File: src/rtl/fetch_ctrl_pkg.sv
// Shared types and constants for the instruction-fetch sequencer.
// Redirect class codes are ordered so a larger value means higher priority.
package fetch_ctrl_pkg;

    localparam int           PC_STEP        = 4;
    localparam logic [31:0]  PC_START_DEF   = 32'h0000_0000;
    localparam logic [31:0]  EXC_VECTOR_DEF = 32'h0000_0020;

    localparam logic ENABLE  = 1'b1;
    localparam logic DISABLE = 1'b0;

    typedef enum logic {
        FC_S_IDLE  = 1'b0,
        FC_S_FETCH = 1'b1
    } fc_state_e;

    typedef enum logic [1:0] {
        RD_NONE = 2'd0,
        RD_BR   = 2'd1,
        RD_ERET = 2'd2,
        RD_EXC  = 2'd3
    } redir_cls_e;

endpackage

File: src/rtl/fetch_ctrl_if.sv
// Fetch sequencer bus: ROM handshake, redirect requests and IF/ID controls.
// master is the sequencer side, slave is the pipeline/ROM side.
interface fetch_ctrl_if #(
    parameter int PC_W = 32
);
    logic            rom_ready;
    logic            stall_req;
    logic            br_req;
    logic [PC_W-1:0] br_addr;
    logic            exc_req;
    logic [PC_W-1:0] exc_pc;
    logic            eret_req;
    logic [PC_W-1:0] pc;
    logic            romCe;
    logic            if_valid;
    logic            flush;
    logic [PC_W-1:0] epc;

    modport master (
        input  rom_ready, stall_req, br_req, br_addr,
        input  exc_req, exc_pc, eret_req,
        output pc, romCe, if_valid, flush, epc
    );

    modport slave (
        output rom_ready, stall_req, br_req, br_addr,
        output exc_req, exc_pc, eret_req,
        input  pc, romCe, if_valid, flush, epc
    );
endinterface

File: src/rtl/fetch_redir_arb.sv
// Redirect arbiter: picks exc > eret > br, word-aligns the target and
// parks an accepted redirect until the ROM completes the current fetch.
module fetch_redir_arb
    import fetch_ctrl_pkg::*;
#(
    parameter int              PC_W       = 32,
    parameter logic [PC_W-1:0] EXC_VECTOR = PC_W'(EXC_VECTOR_DEF)
) (
    input  logic            clk,
    input  logic            rst,
    input  logic            i_fetch,
    input  logic            i_rom_ready,
    input  logic            i_br_req,
    input  logic [PC_W-1:0] i_br_addr,
    input  logic            i_exc_req,
    input  logic            i_eret_req,
    input  logic [PC_W-1:0] i_epc,
    output logic            o_flush,
    output logic            o_redir,
    output logic            o_exc_acc,
    output logic [PC_W-1:0] o_target
);

    logic            r_pend_vld;
    redir_cls_e      r_pend_cls;
    logic [PC_W-1:0] r_pend_tgt;

    redir_cls_e      w_new_cls;
    logic [PC_W-1:0] w_new_raw;
    logic [PC_W-1:0] w_new_tgt;
    logic            w_acc;

    always_comb begin
        w_new_cls = RD_NONE;
        w_new_raw = '0;
        if (!i_fetch) begin
            w_new_cls = RD_NONE;
        end else if (i_exc_req) begin
            w_new_cls = RD_EXC;
            w_new_raw = EXC_VECTOR;
        end else if (i_eret_req) begin
            w_new_cls = RD_ERET;
            w_new_raw = i_epc;
        end else if (i_br_req) begin
            w_new_cls = RD_BR;
            w_new_raw = i_br_addr;
        end
    end

    assign w_new_tgt = w_new_raw & ~PC_W'(3);

    // A lower-class request cannot displace a parked higher-class one.
    assign w_acc = (w_new_cls != RD_NONE) &&
                   (!r_pend_vld || (w_new_cls >= r_pend_cls));

    assign o_flush   = w_acc;
    assign o_exc_acc = w_acc && (w_new_cls == RD_EXC);
    assign o_redir   = i_fetch && i_rom_ready && (w_acc || r_pend_vld);
    assign o_target  = w_acc ? w_new_tgt : r_pend_tgt;

    always_ff @(posedge clk or negedge rst) begin
        if (!rst) begin
            r_pend_vld <= 1'b0;
            r_pend_cls <= RD_NONE;
            r_pend_tgt <= '0;
        end else if (i_fetch && i_rom_ready) begin
            r_pend_vld <= 1'b0;
            r_pend_cls <= RD_NONE;
        end else if (w_acc) begin
            r_pend_vld <= 1'b1;
            r_pend_cls <= w_new_cls;
            r_pend_tgt <= w_new_tgt;
        end
    end

endmodule

File: src/rtl/fetch_ctrl.sv
// Instruction-fetch sequencer: owns pc, epc and the ROM chip enable,
// and steers the IF/ID register through if_valid and flush.
module fetch_ctrl
    import fetch_ctrl_pkg::*;
#(
    parameter int              PC_W       = 32,
    parameter logic [PC_W-1:0] PC_START   = PC_W'(PC_START_DEF),
    parameter logic [PC_W-1:0] EXC_VECTOR = PC_W'(EXC_VECTOR_DEF)
) (
    input  logic         clk,
    input  logic         rst,
    fetch_ctrl_if.master bus
);

    fc_state_e       r_state;
    fc_state_e       w_state_nxt;
    logic [PC_W-1:0] r_pc;
    logic [PC_W-1:0] r_epc;

    logic            w_fetch;
    logic            w_rom_ce;
    logic            w_if_valid;
    logic            w_flush;
    logic            w_redir;
    logic            w_exc_acc;
    logic [PC_W-1:0] w_target;

    assign w_fetch = (r_state == FC_S_FETCH);

    fetch_redir_arb #(
        .PC_W       (PC_W),
        .EXC_VECTOR (EXC_VECTOR)
    ) u_arb (
        .clk         (clk),
        .rst         (rst),
        .i_fetch     (w_fetch),
        .i_rom_ready (bus.rom_ready),
        .i_br_req    (bus.br_req),
        .i_br_addr   (bus.br_addr),
        .i_exc_req   (bus.exc_req),
        .i_eret_req  (bus.eret_req),
        .i_epc       (r_epc),
        .o_flush     (w_flush),
        .o_redir     (w_redir),
        .o_exc_acc   (w_exc_acc),
        .o_target    (w_target)
    );

    always_ff @(posedge clk or negedge rst) begin
        if (!rst) begin
            r_state <= FC_S_IDLE;
        end else begin
            r_state <= w_state_nxt;
        end
    end

    always_comb begin
        w_state_nxt = r_state;
        w_rom_ce    = DISABLE;
        w_if_valid  = DISABLE;
        case (r_state)
            FC_S_IDLE: begin
                w_state_nxt = FC_S_FETCH;
            end
            FC_S_FETCH: begin
                w_rom_ce   = ENABLE;
                w_if_valid = bus.rom_ready && !w_redir && !bus.stall_req;
            end
            default: begin
                w_state_nxt = FC_S_IDLE;
            end
        endcase
    end

    // Redirects win over stall; a stalled completion refetches the same pc.
    always_ff @(posedge clk or negedge rst) begin
        if (!rst) begin
            r_pc <= PC_START;
        end else if (w_fetch && bus.rom_ready) begin
            if (w_redir) begin
                r_pc <= w_target;
            end else if (!bus.stall_req) begin
                r_pc <= r_pc + PC_W'(PC_STEP);
            end
        end
    end

    always_ff @(posedge clk or negedge rst) begin
        if (!rst) begin
            r_epc <= '0;
        end else if (w_exc_acc) begin
            r_epc <= bus.exc_pc;
        end
    end

    assign bus.pc       = r_pc;
    assign bus.epc      = r_epc;
    assign bus.romCe    = w_rom_ce;
    assign bus.if_valid = w_if_valid;
    assign bus.flush    = w_flush;

endmodule

File: src/flat_wrapper.sv
// flat-port wrapper written by rule: the top's interface ports become plain ports
module fetch_ctrl_flat import fetch_ctrl_pkg::*;
#(
    parameter int              PC_W       = 32,
    parameter logic [PC_W-1:0] PC_START   = PC_W'(PC_START_DEF),
    parameter logic [PC_W-1:0] EXC_VECTOR = PC_W'(EXC_VECTOR_DEF)
)
  (clk, rst, bus_rom_ready, bus_stall_req, bus_br_req, bus_br_addr, bus_exc_req, bus_exc_pc, bus_eret_req, bus_pc, bus_romCe, bus_if_valid, bus_flush, bus_epc);
  fetch_ctrl_if #(.PC_W(PC_W)) bus_i ();
  input  logic clk;
  input  logic rst;
  input wire logic [$bits(bus_i.rom_ready)-1:0] bus_rom_ready;
  input wire logic [$bits(bus_i.stall_req)-1:0] bus_stall_req;
  input wire logic [$bits(bus_i.br_req)-1:0] bus_br_req;
  input wire logic [$bits(bus_i.br_addr)-1:0] bus_br_addr;
  input wire logic [$bits(bus_i.exc_req)-1:0] bus_exc_req;
  input wire logic [$bits(bus_i.exc_pc)-1:0] bus_exc_pc;
  input wire logic [$bits(bus_i.eret_req)-1:0] bus_eret_req;
  output wire logic [$bits(bus_i.pc)-1:0] bus_pc;
  output wire logic [$bits(bus_i.romCe)-1:0] bus_romCe;
  output wire logic [$bits(bus_i.if_valid)-1:0] bus_if_valid;
  output wire logic [$bits(bus_i.flush)-1:0] bus_flush;
  output wire logic [$bits(bus_i.epc)-1:0] bus_epc;
  assign bus_i.rom_ready = bus_rom_ready;
  assign bus_i.stall_req = bus_stall_req;
  assign bus_i.br_req = bus_br_req;
  assign bus_i.br_addr = bus_br_addr;
  assign bus_i.exc_req = bus_exc_req;
  assign bus_i.exc_pc = bus_exc_pc;
  assign bus_i.eret_req = bus_eret_req;
  assign bus_pc = bus_i.pc;
  assign bus_romCe = bus_i.romCe;
  assign bus_if_valid = bus_i.if_valid;
  assign bus_flush = bus_i.flush;
  assign bus_epc = bus_i.epc;
  fetch_ctrl #(.PC_W(PC_W), .PC_START(PC_START), .EXC_VECTOR(EXC_VECTOR)) u_core (.clk(clk), .rst(rst), .bus(bus_i));
endmodule
File: config.mk
export PLATFORM = sky130hd
export DESIGN_NAME = fetch_ctrl_flat
export DESIGN_NICKNAME = d
export VERILOG_FILES = /design/src/rtl/fetch_ctrl_pkg.sv /design/src/rtl/fetch_ctrl_if.sv /design/src/rtl/fetch_redir_arb.sv /design/src/rtl/fetch_ctrl.sv /design/src/flat_wrapper.sv
export SDC_FILE = /design/constraint.sdc
export NUM_CORES = 1
export LEC_CHECK = 0
export CORE_MARGIN = 3
export CORE_UTILIZATION = 54
export CTS_BUF_LIST = sky130_fd_sc_hd__clkbuf_8
export DETAILED_ROUTE_END_ITERATION = 10
export PLACE_DENSITY = 0.91
export SLEW_MARGIN = 20
export SYNTH_ARGS = -nofsm -noshare
export SYNTH_HDL_FRONTEND = slang
export SYNTH_SLANG_ARGS = --single-unit
File: constraint.sdc
create_clock -name clk -period 5.8 [get_ports clk]
set_input_delay 0.58 -clock clk [delete_from_list [all_inputs] [get_ports clk]]
set_output_delay 0.58 -clock clk [all_outputs]
set_load 0.05 [all_outputs]
# Word level (Yosys, flattened, before mapping)
# Index checks and enable logic that the tools add are counted.
classes:
  n_addsub: 1
  magnitude_cmp: 1
  eq_ne: 2
  muxes: 17
  n_reduce_logical: 14
ops:
  columns: ["operator", "count"]
  rows:
  - ["$mux W32", 7]
  - ["$add A32 B3 Y32 const B", 1]
  - ["$mux W2", 5]
  - ["$logic_and A1 B1 Y1", 6]
  - ["$mux W1", 5]
  - ["$reduce_bool A2 Y1", 2]
  - ["$logic_not A1 Y1", 3]
  - ["$eq A2 B2 Y1 const B", 1]
  - ["$ge A2 B2 Y1", 1]
  - ["$logic_or A1 B1 Y1", 2]
  - ["$ne A2 B1 Y1 const B", 1]
  - ["$reduce_and A2 Y1", 1]
totals:
  register_bits: 100
  in_bits: 71
  output_inout_bits: 67
  wordCells: 41

# Longest topological paths before layout
# Gate-level depths: netlist of the first run.
logic_depth:
  depth_word: 13
  depth_mapped: 11
  depth_no_buf: 8

# Cells and area by module
# A second synthesis of the first run with hierarchy kept.
hier_totals:
  hier_cells: 545
  area_unflattened_um2: 5858.1
by_module_without_submodules:
  columns: ["mod", "instances", "cells_each", "area_each_um2", "seq_area_each_um2"]
  rows:
  - ["fetch_ctrl", 1, 339, 3425.8, 1626.6]
  - ["fetch_redir_arb", 1, 206, 2432.3, 875.8]

# Worst setup path after synthesis of the first run
# No wires, ideal clock.
synth_timing:
  path_type: "input port to output port"
  startpoint: "input bus_eret_req"
  endpoint: "output bus_flush"
  arrival_ns: 2.404
  required_ns: 5.220
  setup_slack_ns: 2.816
  stages: 9
  path_buffers: 3
  path_cell_list: "buf_2 -> buf_1 -> nor2_1 -> nor2_1 -> ha_1 -> nand2_1 -> a2bb2oi_1 -> nor2_1 -> buf_2"
synth_via:
  elab_chain_cells: 6
  word_cells_on_any_way: 7
  cone_classes: "1 x order compare; 3 x mux; 3 x reduce/logical"
synth_lines:
  columns: ["item", "line_no", "rtl"]
  rows:
  - ["start: declaration", "flat_wrapper.sv:18", "input wire logic [$bits(bus_i.eret_req)-1:0] bus_eret_req;"]
  - ["$mux W2 (*)", "fetch_redir_arb.sv:41", "end else if (i_eret_req) begin"]
  - ["$mux W2 (*)", "fetch_redir_arb.sv:38", "end else if (i_exc_req) begin"]
  - ["$mux W2 (*)", "fetch_redir_arb.sv:36", "if (!i_fetch) begin"]
  - ["$ge A2 B2 Y1", "fetch_redir_arb.sv:54", "(!r_pend_vld || (w_new_cls >= r_pend_cls));"]
  - ["$logic_or A1 B1 Y1", "fetch_redir_arb.sv:54", null]
  - ["$logic_and A1 B1 Y1 (*)", "fetch_redir_arb.sv:53", "assign w_acc = (w_new_cls != RD_NONE) &&"]
  - ["end: declaration", "flat_wrapper.sv:22", "output wire logic [$bits(bus_i.flush)-1:0] bus_flush;"]
# Mark *: on every way between the ends. The rest lies on a longest branch, timed or not.

# Worst setup path in the final report of the first run
layout_timing:
  startpoint: "input bus_eret_req"
  endpoint: "output bus_if_valid"
layout_via:
  elab_chain_cells: 12
  word_cells_on_any_way: 13
  cone_classes: "1 x order compare; 4 x mux; 8 x reduce/logical"
layout_lines:
  columns: ["item", "line_no", "rtl"]
  rows:
  - ["$mux W2 (*)", "fetch_redir_arb.sv:41", null]
  - ["$mux W2 (*)", "fetch_redir_arb.sv:38", null]
  - ["$mux W2 (*)", "fetch_redir_arb.sv:36", null]
  - ["$ge A2 B2 Y1", "fetch_redir_arb.sv:54", null]
  - ["$logic_or A1 B1 Y1", "fetch_redir_arb.sv:54", null]
  - ["$logic_and A1 B1 Y1 (*)", "fetch_redir_arb.sv:53", null]
  - ["$logic_or A1 B1 Y1 (*)", "fetch_redir_arb.sv:58", "assign o_redir = i_fetch && i_rom_ready && (w_acc || r_pend_vld);"]
  - ["$logic_and A1 B1 Y1 (*)", "fetch_redir_arb.sv:58", null]
  - ["$logic_not A1 Y1 (*)", "fetch_ctrl.sv:67", "w_if_valid = bus.rom_ready && !w_redir && !bus.stall_req;"]
  - ["$logic_and A1 B1 Y1 (*) (2 in series)", "fetch_ctrl.sv:67", null]
  - ["$mux W1 (*)", "fetch_ctrl.sv:61", "case (r_state)"]
  - ["end: declaration", "flat_wrapper.sv:21", "output wire logic [$bits(bus_i.if_valid)-1:0] bus_if_valid;"]
# Marks and branches as above.

==> results of run 1 <==
==> power groups by stage <==
stage | clock network [W] | registers [W] | logic [W]
finish | 0.000498 | 0.000940 | 0.000913
global route | 0.000533 | 0.000956 | 0.000958
CTS | 0.000502 | 0.000935 | 0.000917
detailed placement | 0 | 0.000949 | 0.000912
global placement | 0 | 0.000940 | 0.000895
floorplan | 0 | 0.00125 | 0.000269
==> flip-flops by register name (all words and copies together), names as in the netlist <==
signal and flops:
u_core.bus.epc 32, u_core.bus.pc 32, u_core.u_arb.r_pend_tgt 32, u_core.u_arb.r_pend_cls 2
u_core.r_state 1, u_core.u_arb.r_pend_vld 1
==> synthesized netlist by cell type, drive strengths merged (11+ instances only) <==
library cell and count:
nand3 11, a22oi 30, dfrtp 100, mux2i 47, clkbuf 14, nor2 44
nand2 27, buf 14, mux2 62, nand4 11, and3 11, o21ai 18
==> cell families (layout without fill, tap and decap cells) <==
group / Yosys count / after routing
simple gates: 137 / 137
buf+inv: 35 / 163
compound gates: 74 / 74
fa+ha+maj: 3 / 3
flops: 100 / 100
other cells: 1 / 1
xor+xnor: 16 / 16
mux: 109 / 109
==> cell type report <==
class | count | area [um2] | share of cell area, %
inverters | 7 | 26.3 | 0.383
multi-input cells | 340 | 2570 | 37.4
clock buffers | 9 | 124 | 1.80
well taps | 129 | 161 | 2.35
clock inverters | 7 | 97.6 | 1.42
flip-flops and latches | 100 | 2500 | 36.5
repair buffers | 140 | 1390 | 20.2
==> stage by stage <==
step / area [um2] / hold slack (ns) / std cells / worst slack [ns] / utilization [%]
2_1_floorplan: 5200 / 0.284 / 475 / 2.82 / -
3_3_place_gp: 6640 / 0.469 / 716 / 1.66 / 71.5
3_5_place_dp: 6640 / 0.483 / 716 / 1.60 / 71.5
4_1_cts: 6860 / 0.150 / 732 / 1.64 / 73.9
5_1_grt: 6860 / 0.168 / 732 / 1.44 / 73.9
6_report: 6860 / 0.146 / 732 / 1.61 / 73.9
==> layer usage <==
| metal | vias up | routed length, um |
|---|---|---|
| met4 | 0 | 244 |
| met5 | - | 0 |
| met3 | 22 | 1060 |
| met2 | 194 | 6440 |
| met1 | 2095 | 5860 |
| li1 | 1984 | - |
==> how the worst max path moves through the flow <==
stage,start,end,slack (ns),cells after the start
floorplan,bus_eret_req,bus_flush,2.82,9
global placement,bus_eret_req,bus_if_valid,1.66,5
detailed placement,bus_eret_req,u_core.u_arb.r_pend_tgt[12],1.60,11
CTS,bus_eret_req,bus_if_valid,1.64,5
global route,bus_eret_req,bus_if_valid,1.44,5
finish,bus_eret_req,bus_if_valid,1.61,5
==> run metrics, run 1 <==
clock network fraction of total power=21.2%; Post-Syn Area=5200 um2; Synth Area per Inst=11.0 um2; Slew Viols, Final=0; Worst-Skew Late Latency=0.36 ns; Starting Density=56.0%; EDFF count, synth=0; Total GRT Usage=25.5%; compound-cell area share of the yosys netlist=9.50%; Synth area leader=dfrtp_1; minimum clock period=4.19 ns; GR Util met1=35.1%; Post-CTS Setup Inserts=0; register bit count reported by yosys=100; final critical-path share of the clock period=72.3%; setup TNS=0 ns; Die Span Y=104 um; synth-to-layout area growth=31.9%; mux share of post-synthesis cell area=22.5%; asr flop ratio synth=100%; CP arrival=3.61 ns; reg-to-reg startpoint=u_core.r_state; commonest non-fill, non-tap cell in the layout=clkdlybuf4s50_1; fmax=239 MHz; final setup vio count=0; fin nets=672; CP startpoint kind=input pin; Top Family by Delay on Critical Path=buffers and inverters; drt total wl=13600 um; Req. time, crit path=5.22 ns; gp weighted congestion=0.902; sequential share of power=40.0%; Leak=2.89 nW; Die Width=104 um; CP Capture Type=output port; Core Box Area=9280 um2; critical path buffer and inverter count=3; crit path kind=in -> out; Worst-Margin Slew=1.04 ns; pin count of the biggest net entering global routing=70; Die ar.=10800 um2; worst reg-to-reg path cell count=9; yosys warns=0; post-synth net total=549; Vias/cell=5.87; run status=completed; clk_skew=0.0145 ns; Top Ports=138; antenna-violating nets left=0; Relative slew margins=30.5%; Adder-Cell Fraction of Synth Area=0.722%; CTS clk-pin slew, worst paths=0.10 ns; register area share after synthesis=48.1%; unrepaired setup endpoints after global routing=false; most frequent cells in the layout=clkdlybuf4s50_1 (134), dfrtp_1 (100), mux2_2 (61); Top FF cell, synth=dfrtp_1; post-cts gate resize count=0; areal power density over the cells=343 nW/um2; clock root buffer=clkbuf_8; CTS tree=done; Synth top area share=48.1%; Most Crowded Layer GR=met2; R2R setup slack=2.76 ns; Total Power=0.00235 W; CP most frequent cell=clkdlybuf4s50_1; end of the worst register-to-register path=u_core.u_arb.r_pend_tgt[17]; crit-path cells=clkdlybuf4s50_1 -> nor4_2 -> nand2_1 -> clkinv_1 -> clkdlybuf4s50_1; Net Sw Power=0.000930 W; Synth area leaders=dfrtp_1 (48%), mux2_2 (13%), mux2i_1 (9.0%); Cell Rows=35; via count=4295; Global Route met2 Usage=41.3%; largest family of logic cells by synthesized area=multiplexers; DR iter-0 viols=396; Final Hold Fails=0; Worst Hold Class=in -> async; Routed WL per cell=18.6 um; Max IR drop VDD=0.000233 V; Num CTS Buffers=9; first-pass GRT wire length=22400 um; Mapped Cells=475; Slowest Stage Delay on Critical Path=0.84 ns; diode count=0; layout cells sized above 1=15.4%; Clock Path Buffers=2; simple-gate share of the synthesized area=13.6%; sw frac=39.6%; router iterations before antenna repair=5; initial antenna violation count=0; Filler Cell Count=640; max-cap viol count=0; Internal=0.00142 W; DRC viols=0; vias in the first global route=4334; HPWL Detailed=9900 um; met3 Track Usage GR=4.78%; Unique masters post-synth=44; number of hold buffers added after cts=0; IO Port Bufs=135; slowest stage cell, crit path=clkdlybuf4s50_1; crit-path max FO=21; grt total ovfl=0; Comb pwr share=38.8%; htree depth=3; XOR/XNOR Fraction of Synth Area=2.69%; Num Clock Sinks=100
Note: power is estimated with default switching activity, not from simulation.
==> inputs of run 2 (changes only) <==
--- a/config.mk
+++ b/config.mk
@@ -6,10 +6,10 @@
 export NUM_CORES = 1
 export LEC_CHECK = 0
 export CORE_MARGIN = 3
-export CORE_UTILIZATION = 54
+export CORE_UTILIZATION = 46
 export CTS_BUF_LIST = sky130_fd_sc_hd__clkbuf_8
 export DETAILED_ROUTE_END_ITERATION = 10
-export PLACE_DENSITY = 0.91
+export PLACE_DENSITY = 0.82
 export SLEW_MARGIN = 20
 export SYNTH_ARGS = -nofsm -noshare
 export SYNTH_HDL_FRONTEND = slang
==> constraint.sdc (replaced) <==
create_clock -name clk -period 3.4 [get_ports clk]
set_input_delay 0.34 -clock clk [delete_from_list [all_inputs] [get_ports clk]]
set_output_delay 0.34 -clock clk [all_outputs]
set_load 0.05 [all_outputs]
==> run metrics, run 2 (synthesis results as in run 1) <==
first-pass GRT wire length=22100 um; Comb pwr share=40.3%; crit path kind=in -> out; end of the worst register-to-register path=u_core.u_arb.r_pend_tgt[17]; clock network fraction of total power=18.6%; reg-to-reg startpoint=u_core.r_state; drt total wl=13500 um; synth-to-layout area growth=33.1%; diode count=0; CP Capture Type=output port; Filler Cell Count=908; CP arrival=2.71 ns; router iterations before antenna repair=6; Net Sw Power=0.00159 W; setup TNS=0 ns; run status=completed; fmax=328 MHz; DRC viols=0; vias in the first global route=4239; Cell Rows=38; htree depth=3; HPWL Detailed=9980 um; Final Hold Fails=0; Req. time, crit path=3.06 ns; layout cells sized above 1=16.6%; CP startpoint kind=input pin; Die Span Y=112 um; CTS tree=done; CTS clk-pin slew, worst paths=0.10 ns; final critical-path share of the clock period=89.7%; Clock Path Buffers=2; Starting Density=47.6%; Vias/cell=5.64; Num CTS Buffers=9; areal power density over the cells=563 nW/um2; IO Port Bufs=135; worst setup path startpoint=bus_eret_req; sw frac=40.6%; post-cts gate resize count=0; Num Clock Sinks=100; Post-CTS Setup Inserts=0; Relative slew margins=31.9%; Leak=2.92 nW; commonest non-fill, non-tap cell in the layout=clkdlybuf4s50_1; via count=4228; Worst-Skew Late Latency=0.37 ns; Top Ports=138; clk_skew=0.00958 ns; worst reg-to-reg path cell count=8; DR iter-0 viols=203; gp weighted congestion=0.849; final setup vio count=0; pin count of the biggest net entering global routing=87; Routed WL per cell=18.1 um; Max IR drop VDD=0.000349 V; Total GRT Usage=21.9%; fin nets=678; Die Width=112 um; Worst Hold Class=in -> async; crit-path max FO=11; R2R setup slack=0.82 ns; most frequent cells in the layout=clkdlybuf4s50_1 (132), dfrtp_1 (100), mux2_2 (61); minimum clock period=3.05 ns; Die ar.=12600 um2; Core Box Area=10900 um2; unrepaired setup endpoints after global routing=false; Worst-Margin Slew=1.02 ns; Internal=0.00232 W; antenna-violating nets left=0; Slew Viols, Final=0; grt total ovfl=0; clock root buffer=clkbuf_8; max-cap viol count=0; initial antenna violation count=0; sequential share of power=41.1%; FF+latch area=2500 um2; number of hold buffers added after cts=0; area of the multi-input gates=2570 um2; Total Power=0.00390 W
## run 2: power groups by stage
stage / combinational (W) / clock [W] / sequential (W)
floorplan: 0.000459 / 0 / 0.00213
global placement: 0.00155 / 0 / 0.00161
detailed placement: 0.00157 / 0 / 0.00162
CTS: 0.00158 / 0.000742 / 0.00160
global route: 0.00166 / 0.000793 / 0.00164
finish: 0.00157 / 0.000727 / 0.00160
## run 2: worst max-delay path: stages
cell and delay, ns:
clkdlybuf4s50_1 0.72, nor2b_2 0.08, o21ai_0 0.24, ha_1 0.28, nor2b_1 0.11, a2bb2oi_1 0.38, nor2_4 0.14, buf_4 0.24
buf_12 0.16
## run 2: final cells by class
cell class	count	share of cell area [%]
multi-input combinational	340	37.1
sequential	100	36.1
timing repair buffer	146	21.2
tap	140	2.53
clock buffer	10	1.99
clock inverter	6	0.687
inverter	7	0.380
## run 2: routing by layer
metal,global-route usage [%],routed length (um),vias to the layer above
met5,0,0,-
met1,30.8,6240,2067
met2,33.8,6250,140
li1,-,-,2000
met3,4.10,782,21
met4,8.25,272,0
## run 2: how the worst max path moves through the flow
stage | to | slack (ns) | cells past startpoint
after detailed placement | u_core.u_arb.r_pend_tgt[2] | 0.24 | 10
final | bus_flush | 0.35 | 9
after CTS | bus_flush | 0.35 | 9
after floorplan | u_core.u_arb.r_pend_tgt[10] | 0.63 | 9
after global routing | bus_flush | 0.13 | 9
after global placement | u_core.u_arb.r_pend_tgt[26] | 0.36 | 10
## run 2: stage by stage
step                std cells  hold slack, ns  utilization [%]  setup WS, ns  cell area [um2]
finish                    749         0.00645             63.3         0.351             6920
global route              749          0.0597             63.3         0.131             6920
CTS                       749           0.192             63.3         0.353             6920
detailed placement        733           0.483             61.6         0.237             6730
global placement          733           0.467             61.6         0.362             6730
floorplan                 475          0.0444                -         0.634             5200
